===== config.mk =====
export PLATFORM = sky130hd
export DESIGN_NAME = shift_sequencer
export DESIGN_NICKNAME = d
export VERILOG_FILES = /design/src/rtl/shift_sequencer_pkg.sv /design/src/rtl/shift_sequencer_bit_counter.sv /design/src/rtl/shift_sequencer.sv
export SDC_FILE = /design/constraint.sdc
export NUM_CORES = 1
export LEC_CHECK = 0
export CAP_MARGIN = 0
export CORE_MARGIN = 1
export CORE_UTILIZATION = 30
export DETAILED_ROUTE_END_ITERATION = 8
export SYNTH_ARGS = -nofsm -noshare
export SYNTH_HDL_FRONTEND = slang
export SYNTH_SLANG_ARGS = --single-unit

===== constraint.sdc =====
create_clock -name CLOCK -period 1.4 [get_ports CLOCK]
set_clock_uncertainty 0.05 [all_clocks]
set_input_delay 0.28 -clock CLOCK [delete_from_list [all_inputs] [get_ports CLOCK]]
set_output_delay 0.28 -clock CLOCK [all_outputs]
set_load 0.005 [all_outputs]

===== src/rtl/shift_sequencer_pkg.sv =====
// Shared mode-pin encodings and FSM state type for the shift register sequencer.
package shift_sequencer_pkg;

    localparam logic [1:0] MODE_HOLD = 2'b00;
    localparam logic [1:0] MODE_SHL  = 2'b01;
    localparam logic [1:0] MODE_SHR  = 2'b10;
    localparam logic [1:0] MODE_LOAD = 2'b11;

    typedef enum logic [1:0] {
        ST_IDLE  = 2'd0,
        ST_LOAD  = 2'd1,
        ST_SHIFT = 2'd2,
        ST_DONE  = 2'd3
    } state_t;

endpackage


===== src/rtl/shift_sequencer_bit_counter.sv =====
// Counts shift edges within a frame; flags the edge that moves the last bit out.
module shift_bit_counter #(
    parameter int LENGTH = 4
) (
    input  logic clk,
    input  logic rst_n,
    input  logic clr,
    input  logic en,
    output logic last
);

    localparam int CW = $clog2(LENGTH + 1);

    logic [CW-1:0] cnt_q;
    logic [CW-1:0] cnt_d;

    always_comb begin
        cnt_d = cnt_q;
        if (clr) begin
            cnt_d = '0;
        end else if (en) begin
            cnt_d = cnt_q + 1'b1;
        end
    end

    always_ff @(posedge clk or negedge rst_n) begin
        if (!rst_n) begin
            cnt_q <= '0;
        end else begin
            cnt_q <= cnt_d;
        end
    end

    assign last = (cnt_q == CW'(LENGTH - 1));

endmodule


===== src/rtl/shift_sequencer.sv =====
// Drives a universal shift register as a framed parallel-to-serial transmitter:
// load a word, shift it out LENGTH times, report the exiting bit and a DONE pulse.
module shift_sequencer
    import shift_sequencer_pkg::*;
#(
    parameter int LENGTH = 4
) (
    input  logic              CLOCK,
    input  logic              _MR,
    input  logic              START,
    input  logic [LENGTH-1:0] DATA,
    input  logic              DIR,
    input  logic              FILL,
    input  logic              HOLD,
    input  logic [LENGTH-1:0] Q_FB,
    output logic              READY,
    output logic              S1,
    output logic              S0,
    output logic [LENGTH-1:0] P_OUT,
    output logic              DSR,
    output logic              DSL,
    output logic              SOUT,
    output logic              SOUT_VALID,
    output logic              DONE
);

    state_t            state_q, state_d;
    logic [LENGTH-1:0] data_q, data_d;
    logic              dir_q, dir_d;
    logic              cnt_clr;
    logic              cnt_en;
    logic              cnt_last;
    logic [1:0]        mode;

    shift_bit_counter #(
        .LENGTH (LENGTH)
    ) u_bit_counter (
        .clk   (CLOCK),
        .rst_n (_MR),
        .clr   (cnt_clr),
        .en    (cnt_en),
        .last  (cnt_last)
    );

    always_comb begin
        state_d = state_q;
        data_d  = data_q;
        dir_d   = dir_q;
        cnt_clr = 1'b0;
        cnt_en  = 1'b0;
        case (state_q)
            ST_IDLE: begin
                if (START) begin
                    data_d  = DATA;
                    dir_d   = DIR;
                    cnt_clr = 1'b1;
                    state_d = ST_LOAD;
                end
            end
            ST_LOAD: state_d = ST_SHIFT;
            ST_SHIFT: begin
                if (!HOLD) begin
                    cnt_en = 1'b1;
                    if (cnt_last) begin
                        state_d = ST_DONE;
                    end
                end
            end
            ST_DONE: state_d = ST_IDLE;
            default: state_d = ST_IDLE;
        endcase
    end

    always_ff @(posedge CLOCK or negedge _MR) begin
        if (!_MR) begin
            state_q <= ST_IDLE;
            data_q  <= '0;
            dir_q   <= 1'b0;
        end else begin
            state_q <= state_d;
            data_q  <= data_d;
            dir_q   <= dir_d;
        end
    end

    // HOLD is the only input allowed to reach the outputs combinationally.
    always_comb begin
        mode       = MODE_HOLD;
        READY      = 1'b0;
        P_OUT      = '0;
        SOUT       = 1'b0;
        SOUT_VALID = 1'b0;
        DONE       = 1'b0;
        case (state_q)
            ST_IDLE: READY = 1'b1;
            ST_LOAD: begin
                mode  = MODE_LOAD;
                P_OUT = data_q;
            end
            ST_SHIFT: begin
                SOUT = dir_q ? Q_FB[0] : Q_FB[LENGTH-1];
                if (!HOLD) begin
                    mode       = dir_q ? MODE_SHR : MODE_SHL;
                    SOUT_VALID = 1'b1;
                end
            end
            ST_DONE: DONE = 1'b1;
            default: mode = MODE_HOLD;
        endcase
    end

    assign S1  = mode[1];
    assign S0  = mode[0];
    assign DSR = FILL;
    assign DSL = FILL;

endmodule


==> results.txt <==
----------------------------------------------------
[Floorplanning]
  Floorplan die height ... 46.5 um
  Core Region ... around 1800 sq um
  Initial standard-cell utilization of the core ... 33.3%
  DIE AREA ... 2160 sq um
  Boundary pin count ... 26
  Horizontal die dimension ... around 47 um
  Cell Rows ... 15

[STA]
  Worst-case setup margin in the final layout ... -0.439 ns
  Maximum frequency from static timing analysis ... 544 MHz
  Final count of hold timing violations ... 0
  Worst slew margin ... between 60% and 70%
  Worst hold slack across all endpoints ... 0.295 ns
  Final Cycle Share ... 131%
  Minimum clock period after layout ... 1.84 ns
  Final setup violating endpoints ... 20
  RSZ-0062 raised after global routing ... yes
  Measured slew at the worst slew-check pin ... 0.470 ns
  Final Max Slew Viols ... 0

[Power]
  Fraction of power consumed by the clock network ... 6.8%
  Sequential power share ... 20.3%
  IR Drop Worst-Case VDD ... 1.07 mV
  Internal power contribution ... approximately 1.8 mW
  Combinational share of power ... approximately 73%
  Net switching power of the design ... ~0.9 mW
  Fraction of power spent switching nets ... 33.5%
  P_leak ... around 0.56 nW
  Areal power density over the cells ... 2230 nW/um^2

[Placement]
  Placement-stage cell area ... 891 sq um
  Place WS ... -0.612 ns
  Number of input and output port buffers inserted ... 20
  Final RePlAce weighted congestion ... roughly 0.74
  Hpwl dp ... roughly 940 um

[Clock tree]
  Total CTS buffers ... 3
  TritonCTS clock tree ... yes
  Worst-Skew Late Latency ... 0.26 ns
  Root cell of the clock tree ... clkbuf_4
  Clock sink count ... 10
  Clock-pin slew on the worst setup and hold paths ... 0.06 ns
  CTS HTree Levels ... 1
  Clock Tree Buf Depth ... 2

[Layout]
  Area growth from synthesis to layout ... 105%
  Commonest non-fill, non-tap cell in the layout ... buf_6
  Net count of the finished layout ... 120
  Share of the core filled with cells in the final layout ... 68.2%
  Post-route standard cell area excluding fillers ... 1220 sq um
  Layout cells sized above 1 ... 66.0%
  Number of antenna diodes ... 0
  Commonest cells after routing, fill and taps aside ... buf_6, buf_4, dfrtp_1, clkdlybuf4s50_1

[Logic synthesis]
  Flop and latch count out of synthesis ... 10
  Netlist Area Pre-Place ... 594 sq um
  Average instance area after synthesis ... 11.2 sq um
  Synthesized instance count ... between 50 and 60
  Synthesis warning total ... 0
  Post-Synth Simple-Gate Area ... 13.5%
  Sequential element share of the synthesized area ... roughly 42%
  Fraction of the mapped netlist area in adder cells ... between 10% and 20%
  Synthesized net count ... between 70 and 80
  Yosys cell types ... 19
  Main combinational cell family by area after synthesis ... adder cells
  Share of cell area taken by muxes after synthesis ... between 10 and 15%
  Compound-gate portion of the synthesized area ... 8.21%
  Area share of xor/xnor cells in the synthesized design ... 1.47%

[Run status]
  Outcome ... complete, but fails checks
  Failing checks ... negative setup slack

[Drt]
  Wire length reported by the detailed router ... 1.60 mm
  Length of routed met2 wiring ... 860 um
  Met3 routed WL ... 108 um
  Count of unresolved DRC violations after routing ... 0
  DR pass1 iterations ... 1
  Routed via count ... 540
  Top layer reached by signal wires ... met3
  Number of DRC violations after detailed-routing iteration 0 ... 0
  Antenna-violating nets left ... 0
  Routed len/inst ... 13.1 um
  Routed metal-1 wire length ... 630 um
  Via/cell ratio ... 4.43

[Worst setup path]
  Worst Setup EP ... S0
  Critical Path, Cell by Cell ... ha_4, nor2b_4, buf_6, nor2b_4, o21a_1, buf_2
  Top cell by count, worst path ... nor2b_4
  Setup slack on the worst flop-to-flop path ... -0.22 ns
  Endpoint of the lowest-slack register-to-register path ... state_q[1]$_DFFE_PN0P_
  Arrival @ worst endpoint ... 1.51 ns
  Setup Crit Path Kind ... reg -> out
  Instance count on the critical path ... 6
  Crit end category ... primary output
  Largest fanout on the critical path ... 2
  Cell with the largest stage delay on the worst path ... dfrtp_1
  Element type at the critical path start ... flip-flop
  Number of buffers and inverters on the critical path ... 2
  Critical Path Source ... state_q[1]$_DFFE_PN0P_
  Top delay family on crit path ... flip-flops
  Largest stage delay, worst path ... 0.42 ns
  Critical Path RT ... between 1 and 1.5 ns
  Worst R2R Start ... state_q[1]$_DFFE_PN0P_
  R2R depth ... 7

[GRT]
  Antenna violations before repair ... 0
  Pin count of the biggest net entering global routing ... 11
  Global-route wire length before repair ... roughly 2.3 mm
  Total track usage ... 16.2%
  Gr ovfl total ... 0
  Vias in the first global route ... around 520

[Job]
  Number of maximum-capacitance violations ... 0

[Worst hold path]
  Path class of the lowest-slack min-delay path ... in -> async

----------------------------------------------------
==> flip-flops by register name, indices dropped and copies added (netlist names) <==
name,flops
data_q,4
u_bit_counter.cnt_q,3
dir_q,1
state_q,2
==> area by class of cell <==
class | count | area [sq um]
clock buffer | 3 | 22.5
timing repair buffer | 44 | 417
multi-input combinational | 37 | 479
sequential | 10 | 250
tap | 25 | 31.3
fill | 132 | 567
inverter | 3 | 16.3
==> synthesized netlist by cell type <==
| library cell | instances | area (sq um) |
|---|---|---|
| nand2_1 | 2 | 7.51 |
| buf_2 | 1 | 5.00 |
| nor2b_1 | 4 | 25.0 |
| a21oi_2 | 1 | 8.76 |
| nor2_1 | 2 | 7.51 |
| o21a_1 | 1 | 7.51 |
| buf_4 | 2 | 15.0 |
| mux2_2 | 6 | 67.6 |
| ha_1 | 7 | 87.6 |
| nor2b_2 | 1 | 8.76 |
| a221oi_1 | 1 | 8.76 |
| xnor2_1 | 1 | 8.76 |
| mux2i_1 | 2 | 20.0 |
| and2_1 | 4 | 25.0 |
| inv_1 | 3 | 11.3 |
| a21oi_1 | 3 | 15.0 |
| a2bb2oi_1 | 1 | 8.76 |
| nand2b_1 | 1 | 6.26 |
| dfrtp_1 | 10 | 250 |
==> how the worst min path moves through the flow <==
stage	end	slack [ns]	cells after the start
6_report	state_q[1]$_DFFE_PN0P_	0.30	1
5_1_grt	state_q[1]$_DFFE_PN0P_	0.33	1
4_1_cts	state_q[0]$_DFFE_PN0P_	0.30	1
3_5_place_dp	data_q[0]$_DFFE_PN0P_	0.44	1
3_3_place_gp	data_q[1]$_DFFE_PN0P_	0.43	1
2_1_floorplan	data_q[0]$_DFFE_PN0P_	-0.07	0
==> metal layers <==
metal	global-route usage, %	vias to the layer above
met2	29.4	19
li1	-	267
met4	5.29	0
met3	6.27	0
met5	0	-
met1	16.6	254
==> timing repair <==
action	CTS	global route
setup endpoints to repair	19	20
gates resized for setup	80	10
pin swaps	5	7
endpoints found under the hold margin	0	0
buffers inserted	9	6
hold buffers	0	0
==> metrics by stage <==
step           TNS (ns)  power [mW]  cells
6_report          -3.84        2.71    122
5_1_grt           -4.98        2.89    122
4_1_cts           -3.44        2.50    117
3_5_place_dp      -5.76        1.68    106
3_3_place_gp      -5.77        1.66    106
2_1_floorplan    -0.193        1.09     53
==> power groups by stage <==
| stage | combinational, mW | sequential [mW] | clock (mW) |
|---|---|---|---|
| floorplan | 0.574 | 0.518 | 0 |
| global placement | 1.14 | 0.520 | 0 |
| detailed placement | 1.16 | 0.523 | 0 |
| CTS | 1.76 | 0.539 | 0.195 |
| global route | 2.11 | 0.567 | 0.212 |
| finish | 1.97 | 0.551 | 0.184 |
==> cell families (layout without fill, tap and decap cells) <==
group / after synthesis / in the layout
AOI/OAI and AO/OA: 7 / 7
xor gates and xnor gates: 1 / 1
adders and majority gates: 7 / 7
buffers and inverters: 6 / 50
DFF: 10 / 10
muxes: 8 / 8
and+or+nand+nor: 14 / 14
==> worst register-to-register path, cell delays in order (launching register included) <==
cell     delay (ns)
dfrtp_1        0.41
buf_6          0.15
inv_6          0.04
ha_4           0.15
buf_6          0.12
nor2b_4        0.12
a21oi_4        0.15
mux2_4         0.31
(Power assumes the default switching activity.)
